## config.mk

```make
export PLATFORM = sky130hd
export DESIGN_NAME = lsu_mem_ctrl
export DESIGN_NICKNAME = d
export VERILOG_FILES = /design/src/rtl/lsu_pkg.sv /design/src/rtl/lsu_align.sv /design/src/rtl/lsu_mem_ctrl.sv
export SDC_FILE = /design/constraint.sdc
export NUM_CORES = 1
export LEC_CHECK = 0
export BUFFER_PORTS_ARGS = -buffer_cell sky130_fd_sc_hd__buf_4
export CORE_MARGIN = 8
export CORE_UTILIZATION = 51
export CTS_CLUSTER_SIZE = 10
export DETAILED_ROUTE_END_ITERATION = 10
export PLACE_DENSITY = 0.78
export SLEW_MARGIN = 15
export SYNTH_ARGS = -nofsm -noshare
export SYNTH_HDL_FRONTEND = slang
export SYNTH_HIERARCHICAL = 1
export SYNTH_SLANG_ARGS = --single-unit
```

## constraint.sdc

```tcl
create_clock -name clock -period 3.9 [get_ports clock]
set_input_delay 0.78 -clock clock [delete_from_list [all_inputs] [get_ports clock]]
set_output_delay 0.78 -clock clock [all_outputs]
set_load 0.005 [all_outputs]
```

## src/rtl/lsu_pkg.sv

```systemverilog
// Shared definitions for the load/store unit: RV32 width codes, controller
// FSM states and response error codes.
package lsu_pkg;

    // RV32 funct3 width codes
    localparam logic [2:0] F3_B  = 3'b000;
    localparam logic [2:0] F3_H  = 3'b001;
    localparam logic [2:0] F3_W  = 3'b010;
    localparam logic [2:0] F3_BU = 3'b100;
    localparam logic [2:0] F3_HU = 3'b101;

    typedef enum logic [1:0] {
        S_IDLE   = 2'd0,
        S_ACCESS = 2'd1,
        S_RESP   = 2'd2
    } state_t;

    // Response error codes
    localparam logic [1:0] ERR_NONE     = 2'b00;
    localparam logic [1:0] ERR_MISALIGN = 2'b01;
    localparam logic [1:0] ERR_FUNCT3   = 2'b10;

endpackage

```

## src/rtl/lsu_align.sv

```systemverilog
// Byte-lane alignment for the load/store unit (purely combinational).
// Ports:
//   i_addr_lo    byte offset within the word (addr[1:0])
//   i_funct3     RV32 width code
//   i_wen        1 = store, 0 = load
//   i_wdata      right-aligned store data
//   i_rdata      raw memory read word
//   o_wmask      byte write mask for the access width/offset
//   o_wdata      store data shifted into its byte lanes
//   o_rdata      sign/zero-extended load result
//   o_misaligned access not naturally aligned for its width
//   o_illegal    funct3 not usable for this access direction
module lsu_align
    import lsu_pkg::*;
(
    input  logic [1:0]  i_addr_lo,
    input  logic [2:0]  i_funct3,
    input  logic        i_wen,
    input  logic [31:0] i_wdata,
    input  logic [31:0] i_rdata,
    output logic [3:0]  o_wmask,
    output logic [31:0] o_wdata,
    output logic [31:0] o_rdata,
    output logic        o_misaligned,
    output logic        o_illegal
);

    logic [4:0]  w_shamt;
    logic [31:0] w_lane;

    assign w_shamt = {i_addr_lo, 3'b000};
    assign w_lane  = i_rdata >> w_shamt;
    assign o_wdata = i_wdata << w_shamt;

    always_comb begin
        o_wmask      = 4'b0000;
        o_rdata      = 32'h0;
        o_misaligned = 1'b0;
        o_illegal    = 1'b0;
        case (i_funct3)
            F3_B: begin
                o_wmask = 4'b0001 << i_addr_lo;
                o_rdata = {{24{w_lane[7]}}, w_lane[7:0]};
            end
            F3_BU: begin
                // unsigned widths exist only for loads
                o_rdata   = {24'h0, w_lane[7:0]};
                o_illegal = i_wen;
            end
            F3_H: begin
                o_wmask      = 4'b0011 << i_addr_lo;
                o_rdata      = {{16{w_lane[15]}}, w_lane[15:0]};
                o_misaligned = i_addr_lo[0];
            end
            F3_HU: begin
                o_rdata      = {16'h0, w_lane[15:0]};
                o_misaligned = i_addr_lo[0];
                o_illegal    = i_wen;
            end
            F3_W: begin
                o_wmask      = 4'b1111;
                o_rdata      = w_lane;
                o_misaligned = |i_addr_lo;
            end
            default: o_illegal = 1'b1;
        endcase
    end

endmodule

```

## src/rtl/lsu_mem_ctrl.sv

```systemverilog
// Load/store unit controller in front of a combinational data memory.
// Accepts one EXU request at a time, validates it, strobes the memory for
// exactly one cycle after LATENCY wait cycles and returns the result on a
// valid/ready response channel.
// Ports:
//   clock, reset (async, active-low)
//   req_*   EXU request channel (valid/ready, wen, byte addr, wdata, funct3)
//   resp_*  response channel (valid/ready, extended rdata, error code)
//   mem_*   memory data port (strobe, wen, word addresses, lane data, mask,
//           combinational read data)
module lsu_mem_ctrl
    import lsu_pkg::*;
#(
    parameter int LATENCY = 1
)
(
    input  logic        clock,
    input  logic        reset,
    input  logic        req_valid,
    output logic        req_ready,
    input  logic        req_wen,
    input  logic [31:0] req_addr,
    input  logic [31:0] req_wdata,
    input  logic [2:0]  req_funct3,
    output logic        resp_valid,
    input  logic        resp_ready,
    output logic [31:0] resp_rdata,
    output logic [1:0]  resp_err,
    output logic        mem_valid,
    output logic        mem_wen,
    output logic [31:0] mem_waddr,
    output logic [31:0] mem_raddr,
    output logic [31:0] mem_wdata,
    output logic [3:0]  mem_wmask,
    input  logic [31:0] mem_rdata
);

    state_t      r_state;
    logic [3:0]  r_cnt;
    logic        r_mem_valid;
    logic        r_wen;
    logic [31:0] r_addr;
    logic [31:0] r_wdata;
    logic [2:0]  r_funct3;
    logic [31:0] r_rdata;
    logic [1:0]  r_err;

    logic        w_idle;
    logic [1:0]  w_addr_lo;
    logic [2:0]  w_funct3;
    logic        w_wen;
    logic [3:0]  w_wmask;
    logic [31:0] w_wdata_sh;
    logic [31:0] w_rdata_ext;
    logic        w_misaligned;
    logic        w_illegal;
    logic [31:0] w_word_addr;

    // In IDLE the aligner checks the incoming request; afterwards it works
    // on the latched copy so the memory port stays stable through ACCESS.
    assign w_idle    = (r_state == S_IDLE);
    assign w_addr_lo = w_idle ? req_addr[1:0] : r_addr[1:0];
    assign w_funct3  = w_idle ? req_funct3    : r_funct3;
    assign w_wen     = w_idle ? req_wen       : r_wen;

    lsu_align u_align (
        .i_addr_lo    (w_addr_lo),
        .i_funct3     (w_funct3),
        .i_wen        (w_wen),
        .i_wdata      (r_wdata),
        .i_rdata      (mem_rdata),
        .o_wmask      (w_wmask),
        .o_wdata      (w_wdata_sh),
        .o_rdata      (w_rdata_ext),
        .o_misaligned (w_misaligned),
        .o_illegal    (w_illegal)
    );

    always_ff @(posedge clock or negedge reset) begin
        if (!reset) begin
            r_state     <= S_IDLE;
            r_cnt       <= 4'd0;
            r_mem_valid <= 1'b0;
            r_wen       <= 1'b0;
            r_addr      <= 32'h0;
            r_wdata     <= 32'h0;
            r_funct3    <= 3'b000;
            r_rdata     <= 32'h0;
            r_err       <= ERR_NONE;
        end else begin
            case (r_state)
                S_IDLE: begin
                    if (req_valid) begin
                        r_wen    <= req_wen;
                        r_addr   <= req_addr;
                        r_wdata  <= req_wdata;
                        r_funct3 <= req_funct3;
                        r_rdata  <= 32'h0;
                        if (w_illegal) begin
                            r_err   <= ERR_FUNCT3;
                            r_state <= S_RESP;
                        end else if (w_misaligned) begin
                            r_err   <= ERR_MISALIGN;
                            r_state <= S_RESP;
                        end else begin
                            r_err       <= ERR_NONE;
                            r_cnt       <= 4'(LATENCY);
                            // strobe is pre-registered: it rises for the
                            // cycle in which the counter will read 1
                            r_mem_valid <= (LATENCY == 1);
                            r_state     <= S_ACCESS;
                        end
                    end
                end
                S_ACCESS: begin
                    r_cnt       <= r_cnt - 4'd1;
                    r_mem_valid <= (r_cnt == 4'd2);
                    if (r_cnt == 4'd1) begin
                        if (!r_wen) begin
                            r_rdata <= w_rdata_ext;
                        end
                        r_state <= S_RESP;
                    end
                end
                S_RESP: begin
                    if (resp_ready) begin
                        r_state <= S_IDLE;
                    end
                end
                default: r_state <= S_IDLE;
            endcase
        end
    end

    assign w_word_addr = {r_addr[31:2], 2'b00};

    assign req_ready  = w_idle;
    assign resp_valid = (r_state == S_RESP);
    assign resp_rdata = resp_valid ? r_rdata : 32'h0;
    assign resp_err   = resp_valid ? r_err   : ERR_NONE;

    assign mem_valid  = r_mem_valid;
    assign mem_wen    = r_mem_valid & r_wen;
    assign mem_raddr  = (r_state == S_ACCESS) ? w_word_addr : 32'h0;
    assign mem_waddr  = (r_state == S_ACCESS) ? w_word_addr : 32'h0;
    assign mem_wmask  = mem_wen ? w_wmask    : 4'b0000;
    assign mem_wdata  = mem_wen ? w_wdata_sh : 32'h0;

endmodule
```

-- Word-level counts from Yosys, hierarchy flattened
Cells that the tools add are included.
- word-level logic and storage cells: 72
- output and inout port bits: 138
- register bits: 109
- input bits: 104
- shifts and indexed selects: 4
- bitwise operators: 1
- $add $sub $neg: 1
- equality and inequality tests: 14
- muxes and demuxes: 32
- reductions and logical operators: 11
- operators by type and width (operator ; count):
    32-bit 2-to-1 mux ; 6
    32-bit case mux with 5 select lines ; 1
    32-bit case mux with 2 select lines ; 1
    32-bit by 5-bit left shift with 32-bit output ; 1
    32-bit by 5-bit >> shifter with 32-bit output ; 1
    2-bit 2-to-1 mux ; 8
    4-bit 2-to-1 mux ; 4
    4-bit case mux with 3 select lines ; 1
    2-bit != test (second input constant) ; 5
    4-bit case mux with 2 select lines ; 1
    4-bit AND reduction ; 2
    3-bit equality test (second input constant) ; 2
    1-bit case mux with 2 select lines ; 3
    2-bit case mux with 3 select lines ; 1
    2-bit OR reduction ; 3
    1-bit 2-to-1 mux ; 5
    4-bit by 1-bit equality test with 1-bit output (second input constant) ; 1
    4-bit by 2-bit equality test with 1-bit output (second input constant) ; 1
    1-bit by 2-bit left shift with 4-bit output (first input constant) ; 1
    2-bit by 2-bit left shift with 4-bit output (first input constant) ; 1
    4-bit by 1-bit subtractor with 4-bit output (second input constant) ; 1
    3-bit by 1-bit equality test with 1-bit output (second input constant) ; 1
    3-bit by 2-bit equality test with 1-bit output (second input constant) ; 1
    3-bit zero test ; 1
    10 further kinds ; 10

-- Logic depth before layout (Yosys ltp)
Gate-level depths: netlist (run 1).
- depth in word-level cells: 9
- depth in mapped cells: 11
- depth with buffers taken out: 8

-- Hierarchy
The synthesis (run 1) kept the hierarchy.
- by module, submodules not included (module ; cells each ; times used ; area each (µm²) ; seq. area each (µm²)):
    lsu_mem_ctrl ; 632 ; 1 ; 5403.9 ; 2727.6
    lsu_align ; 213 ; 1 ; 1437.6 ; 0.0

-- Least setup slack after synthesis (run 1)
OpenSTA, ideal clock, no wires.
- kind: register to output
- start: register r_state[1]
- end: output port mem_wmask[1]
- cell stages (with the launch flop): 10
- required time: 3120 ps
- buffers on the path: 3
- data arrival time: 2347 ps
- path slack: 773 ps
- path through: dfrtp_1 clkbuf_1 nor2_1 mux2_2 buf_6 buf_2 or2_2 nor2b_1 o21a_1 and3_1
- longest elaborated chain between the ends: 5
- elaborated cells on any way between the ends: 10
- those cells by class: eq/ne: 2; shift: 2; mux: 4; reduce/logical: 2
- ends and longest elaborated chain (element ; RTL line ; RTL):
    start: declaration ; lsu_mem_ctrl.sv:38 ; state_t r_state;
    start signal: assignment ; lsu_mem_ctrl.sv:81 ; r_state <= S_IDLE;
    start signal: assignment ; lsu_mem_ctrl.sv:101 ; r_state <= S_RESP;
    start signal: assignment ; lsu_mem_ctrl.sv:104 ; r_state <= S_RESP;
    2-bit zero test (*) ; lsu_mem_ctrl.sv:61 ; assign w_idle = (r_state == S_IDLE);
    via req_ready ; lsu_mem_ctrl.sv:20 ; output logic req_ready,
    2-bit 2-to-1 mux (*) ; lsu_mem_ctrl.sv:62 ; assign w_addr_lo = w_idle ? req_addr[1:0] : r_addr[1:0];
    via w_addr_lo[0] ; lsu_mem_ctrl.sv:49 ; logic [1:0] w_addr_lo;
    2-bit by 2-bit left shift with 4-bit output / 1-bit by 2-bit left shift with 4-bit output (equally long branches) ; lsu_align.sv:51, lsu_align.sv:42 ;
    4-bit case mux with 3 select lines (*) ; lsu_align.sv:40 ; case (i_funct3)
    via w_wmask[1] ; lsu_mem_ctrl.sv:52 ; logic [3:0] w_wmask;
    4-bit 2-to-1 mux (*) ; lsu_mem_ctrl.sv:146 ; assign mem_wmask = mem_wen ? w_wmask : 4'b0000;
    end: declaration ; lsu_mem_ctrl.sv:34 ; output logic [3:0] mem_wmask,
Mark *: on every way through the listed nets, which the timed path passes. The rest lies on a longest branch.

-- Final worst setup path (run 1)
- start: register r_state[0]
- end: output port mem_wmask[2]
- longest elaborated chain between the ends: 5
- elaborated cells on any way between the ends: 10
- those cells by class: eq/ne: 2; shift: 2; mux: 4; reduce/logical: 2
- ends and longest elaborated chain (element ; RTL line):
    2-bit zero test (*) ; lsu_mem_ctrl.sv:61
    2-bit 2-to-1 mux (*) ; lsu_mem_ctrl.sv:62
    via w_addr_lo[1] ; lsu_mem_ctrl.sv:49
    2-bit by 2-bit left shift with 4-bit output / 1-bit by 2-bit left shift with 4-bit output (equally long branches) ; lsu_align.sv:51, lsu_align.sv:42
    4-bit case mux with 3 select lines (*) ; lsu_align.sv:40
    via w_wmask[2] ; lsu_mem_ctrl.sv:52
    4-bit 2-to-1 mux (*) ; lsu_mem_ctrl.sv:146
Marked as above.

==> metrics.csv, run 1 <==
metric;value;unit
clkSinkCount;109;
status;finished, final reports clean;
p_int;0.00376;W
synth.avg_cell_area;8.10;um2
cts_root_buf;clkbuf_16;
clock_latency;0.35;ns
antenna_found_initial;0;
ir_drop;329;uV
wl_per_cell;16.9;um
yosys.area_share.simple;0.289;
synth-xor-area-share;0;
synth_compound_area_frac;0.0909;
fillCellCount;1167;
crit_fanout;37;
fin_nets;1120;
synthAdderAreaFrac;0.00549;
crit_required;3.12;ns
gr-total-overflow;0;
final_util;0.660;
setup_viol;0;
ys_types;45;
pin_count;242;
io_buffers;237;
worstMarginPinSlew;1.08;ns
grt_max_degree;66;
cp_slowest_stage_delay;0.59;ns
dpl.hpwl;14600;um
drtIter0Drc;456;
place.gp.congestion;0.891;
drt_pass1_iterations;5;
drc;0;
synth.yosys.seq_area_share;0.399;
rsz0062_at_grt;false;
cts_tree;built;
clockPowerShare;0.150;
post-route-period-util;0.895;
yosysWarnings;6;
period_needed;3.49;ns
grt_usage;0.230;
ant_nets;0;
synth_top_family_by_area;simple AND/OR/NAND/NOR gates;
p_sw_frac;0.426;
core-area;13200;um2
vias_per_cell;5.22;
fin_skew;0.00846;ns
grt_pass1_vias;6344;
postCtsResizedCells;0;
numCtsBuffers;9;
hold_path.class;input port to async pin;
grt_pass1_wl;33000;um
fin_tns_setup;0;ns
worstPathCellList;nor2_1, buf_4, mux2_2, buf_4, and3b_1, o21ai_0, a21oi_1, and3_1, buf_4;
cp_slowest_cell;dfrtp_1;
critPathArrivalTime;2.71;ns
p_switching;0.00279;W
rrSetupSlack;0.71;ns
synthCells;845;
ys_seq_elements;109;
post-place-ws;0.751;ns
final-hold-violation-count;0;
syn_area;6840;um2
dieArea;17400;um2
crit_path_frequent_cell;buf_4;
initial_core_util;0.519;
wirelength;20100;um
slew_headroom;0.277;
clkTransAtPathRegs;0.07;ns
dr_total_vias;6227;
total_leakage_power;4.56;nW
final.setup.worst_slack;0.411;ns
area_delta_synth_final;27.2;%
clockBufferDepth;2;
seqPwrFrac;0.313;
cap_viol_max_count;0;
powerDensity;752;nW/um2
rows;42;
antenna_cells;0;
max_freq;0.287;GHz
cp-start-kind;flop;
criticalPathCategory;flop to output pin;
cts-htree-levels;3;
fp.dieH;132;um
drv_slew;0;
p_comb_frac;0.537;
cts_setup_buffers;0;
worstSetupEndpointType;output pin;
cts_hold_buf;0;
synth.area.mux_share;0.110;
drive_gt1_frac;0.285;
die-width;132;um
routing by layer:
| layer | track usage | part of all wire | vias up |
|---|---|---|---|
| li1 | - | - | 3035 |
| met1 | 0.286 | 0.43 | 2915 |
| met2 | 0.373 | 0.47 | 244 |
| met3 | 0.0629 | 0.074 | 33 |
| met4 | 0.0906 | 0.027 | 0 |
| met5 | 0 | 0 | - |
power groups by stage:
stage / Combinational [W] / Clock (W) / Sequential [W]
3_3_place_gp: 0.00345 / 0 / 0.00205
4_1_cts: 0.00353 / 0.00101 / 0.00205
5_1_grt: 0.00391 / 0.00105 / 0.00213
3_5_place_dp: 0.00350 / 0 / 0.00207
2_1_floorplan: 0.00269 / 0 / 0.00186
6_report: 0.00351 / 0.000983 / 0.00205
cell usage after synthesis, drive strengths merged:
library cell	count	area [um2]
a32oi	1	8.76
nand3b	2	15.0
o221ai	1	8.76
and3	36	225
o21bai	1	7.51
nor3b	3	33.8
or2	2	12.5
nor4b	1	15.0
mux4	1	22.5
a221oi	1	26.3
dfrtp	109	2730
a2bb2oi	7	61.3
buf	61	449
o211ai	16	120
clkbuf	35	131
or3b	2	20.0
mux2	14	158
ha	3	37.5
nand2	265	995
o22ai	1	6.26
or3	1	7.51
inv	38	143
mux2i	57	571
o2bb2ai	1	8.76
a21oi	15	75.1
and3b	1	8.76
conb	1	3.75
o21a	1	7.51
o22a	1	8.76
nor2b	22	138
o31ai	1	7.51
and2	42	263
nor2	45	169
nand3	9	50.1
o21ai	22	110
nand2b	4	25.0
a211oi	22	165
final cells by class:
type / count / area (um2) / area share
Clock buffer: 9 / 225 / 0.0259
Timing Repair Buffer: 250 / 1890 / 0.217
Inverter: 38 / 143 / 0.0164
Sequential cell: 109 / 2730 / 0.313
Clock inverter: 5 / 86.3 / 0.00992
Multi-Input combinational cell: 605 / 3410 / 0.392
Tap cell: 176 / 220 / 0.0253
state kept, by name (all words and copies together), names as in the netlist:
name,flops
r_rdata,32
r_wdata,32
r_addr,32
r_wen,1
r_state,2
r_err,2
mem_valid,1
r_funct3,3
r_cnt,4
through the flow:
stage / hold WS [ns] / total power, W / instances / area, um2
after CTS: 0.425 / 0.00658 / 1192 / 8710
after global placement: 0.449 / 0.00550 / 1178 / 8390
final: 0.412 / 0.00655 / 1192 / 8710
after floorplan: 0.430 / 0.00455 / 848 / 6850
after global routing: 0.454 / 0.00709 / 1192 / 8710
after detailed placement: 0.449 / 0.00558 / 1178 / 8390
path summary, 6_finish.rpt:
| check | from | endpoint | cells past startpoint |
|---|---|---|---|
| max in group asynchronous | reset | r_rdata[19] | 2 |
| worst max-delay path | r_state[0] | mem_wmask[2] | 9 |
| min in group clock | r_addr[26] | r_addr[26] | 2 |
| worst min-delay path | reset | r_addr[26] | 1 |
| worst min register to register | r_addr[26] | r_addr[26] | 2 |
| worst max register to register | r_state[0] | r_state[1] | 9 |
cell families (layout without fill, tap and decap cells):
group           after synthesis  after routing
compound gates               91             91
flops                       109            109
mux                          72             72
buf+inv                     134            302
simple gates                435            435
other cells                   1              4
fa+ha+maj                     3              3
layout by cell type, fill, tap and decap left out, drive strengths merged, types with 2 or more instances in the layout:
cell     synthesis  final
a21oi           15     15
or3b             2      2
bufinv           0      2
buf             61    250
a211oi          22     22
nor3b            3      3
a2bb2oi          7      7
dfrtp          109    109
clkbuf          35      9
conb             1      4
nand2b           4      4
nand3b           2      2
o21ai           22     22
nor2            45     45
ha               3      3
nand3            9      9
and2            42     42
clkinv           0      2
nor2b           22     22
and3            36     36
o211ai          16     16
or2              2      2
mux2i           57     57
mux2            14     14
inv             38     39
nand2          265    265
worst max-delay path: cells and delay by family (launching register included):
family                 cells  cell delay (ns)
flip-flops                 1             0.59
AND/OR/NAND/NOR            3             0.49
AO/OA/AOI/OAI              2             0.34
multiplexers               1             0.25
buffers and inverters      3             0.68
Note: power is estimated with default switching activity, not from simulation.
==> run 2, diff against run 1 <==
--- a/config.mk
+++ b/config.mk
@@ -7,10 +7,10 @@
 export LEC_CHECK = 0
 export BUFFER_PORTS_ARGS = -buffer_cell sky130_fd_sc_hd__buf_4
 export CORE_MARGIN = 8
-export CORE_UTILIZATION = 51
+export CORE_UTILIZATION = 40
 export CTS_CLUSTER_SIZE = 10
 export DETAILED_ROUTE_END_ITERATION = 10
-export PLACE_DENSITY = 0.78
+export PLACE_DENSITY = 0.62
 export SLEW_MARGIN = 15
 export SYNTH_ARGS = -nofsm -noshare
 export SYNTH_HDL_FRONTEND = slang
==> metrics.csv, run 2 (synthesis gave the netlist of run 1 again) <==
metric;value;unit;change
status;finished, final reports clean;;
grt_max_degree;65;;-1.5%
post-route-period-util;0.922;;+0.0277
clock_latency;0.35;ns;about the same
critPathCapture;mem_wmask[2];;
pin_count;242;;unchanged
fp.dieH;147;um;+11%
grt_pass1_wl;34300;um;+3.9%
top_regs;r_addr (32), r_rdata (32), r_wdata (32);;
drtIter0Drc;314;;-31%
max_freq;0.278;GHz;-3.0%
cap_viol_max_count;0;;unchanged
cts_root_buf;clkbuf_16;;
rsz0062_at_grt;false;;
dieArea;21500;um2;+24%
crit_fanout;33;;-11%
gr-total-overflow;0;;unchanged
wirelength;21300;um;+5.7%
place.gp.congestion;0.871;;-2.1%
clkTransAtPathRegs;0.07;ns;about the same
ant_nets;0;;unchanged
initial_core_util;0.403;;-0.116
final_area;8740;um2;+0.45%
final_cell_mix;nand2_1 (265), buf_4 (251), dfrtp_1 (109), mux2i_1 (57), nor2_1 (44);;
dpl_cell_area;8470;um2;+0.91%
startpoint;r_state[0];;
critPathArrivalTime;2.82;ns;+0.11 ns
setup_viol;0;;unchanged
dpl.hpwl;15500;um;+6.2%
powerDensity;740;nW/um2;-1.5%
vias_per_cell;4.95;;-5.2%
rows;48;;+14%
final_common_cell;nand2_1;;
ir_drop;285;uV;-13%
cts_hold_buf;0;;unchanged
area_delta_synth_final;27.8;%;
drc;0;;unchanged
antenna_cells;0;;unchanged
grt_usage;0.196;;-0.0346
r2r_cells;9;;unchanged
antenna_found_initial;0;;unchanged
cp-start-kind;flop;;
period_needed;3.60;ns;+0.108 ns
drv_slew;0;;unchanged
crit_required;3.12;ns;about the same
r2r-end;r_rdata[24];;
die-width;147;um;+11%
worstMarginPinSlew;1.05;ns;-0.0352 ns
cts_setup_buffers;0;;unchanged
slew_headroom;0.301;;+0.0243
drt_pass1_iterations;5;;unchanged
fin_skew;0.00538;ns;-0.00308 ns
clkSinkCount;109;;unchanged
hold_path.class;input port to async pin;;
drive_gt1_frac;0.288;;+0.00239
fin_nets;1122;;+0.18%
numCtsBuffers;9;;unchanged
cts_tree;built;;
rrSetupSlack;0.69;ns;-0.02 ns
criticalPathCategory;flop to output pin;;
wl_per_cell;17.1;um;+1.4%
cts-htree-levels;3;;unchanged
final-hold-violation-count;0;;unchanged
worstSetupEndpointType;output pin;;
total_leakage_power;4.55;nW;-0.32%
core-area;17000;um2;+29%
grt_pass1_vias;6251;;-1.5%
fin_tns_setup;0;ns;unchanged
io_buffers;237;;unchanged
fillCellCount;1748;;+50%
worstReg2RegStart;r_state[0];;
clockBufferDepth;2;;unchanged
dr_total_vias;6154;;-1.2%
==> run 2: report_power, final <==
group          switching, W  internal (W)  total, W
Combinational       0.00198       0.00157   0.00355
Clock              0.000435      0.000449  0.000884
Sequential         0.000398       0.00164   0.00204
Total               0.00281       0.00367   0.00648
==> run 2: metrics by stage <==
step	utilization	power, W	std cells	hold WS [ns]	worst slack, ns
2_1_floorplan	-	0.00455	848	0.430	0.773
3_3_place_gp	0.498	0.00559	1229	0.448	0.620
3_5_place_dp	0.498	0.00563	1229	0.453	0.573
4_1_cts	0.514	0.00654	1243	0.440	0.170
5_1_grt	0.515	0.00705	1243	0.471	0.0305
6_report	0.515	0.00648	1243	0.425	0.303
==> run 2: area by class of cell <==
class	instances	area (um2)	share of cell area
flip-flops and latches	109	2730	0.312
inverters	38	143	0.0163
multi-input cells	605	3420	0.391
clock buffers	10	239	0.0273
repair buffers	252	1900	0.218
well taps	225	282	0.0322
clock inverters	4	32.5	0.00372
==> run 2: what timing repair did <==
action / in CTS / in global routing
endpoints found under the setup margin: 0 / 8
gates resized for setup: 0 / 1
endpoints found under the hold margin: 0 / 0
==> run 2: worst min-delay path by stage <==
stage               slack, ns       start  cells past startpoint         end
floorplan                0.43    r_err[0]                      2    r_err[0]
global placement         0.45  r_addr[30]                      2  r_addr[30]
detailed placement       0.45    r_err[0]                      2    r_err[0]
CTS                      0.44       reset                      1  r_addr[27]
global route             0.47       reset                      1  r_addr[27]
finish                   0.43       reset                      1  r_addr[27]
==> run 2: worst max-delay path, stage by stage (launching register included) <==
cell     delay (ns)
dfrtp_1        0.59
nor2_1         0.08
buf_4          0.18
mux2_2         0.48
buf_4          0.42
and3b_1        0.21
o21ai_0        0.08
a21oi_1        0.14
and3_1         0.16
buf_4          0.11
==> run 2: metal layers <==
layer,vias to the layer above,track usage,share of wire
met4,0,0.0479,0.011
met1,2886,0.253,0.43
met5,-,0,0
met2,222,0.310,0.47
met3,16,0.0643,0.088
li1,3030,-,-
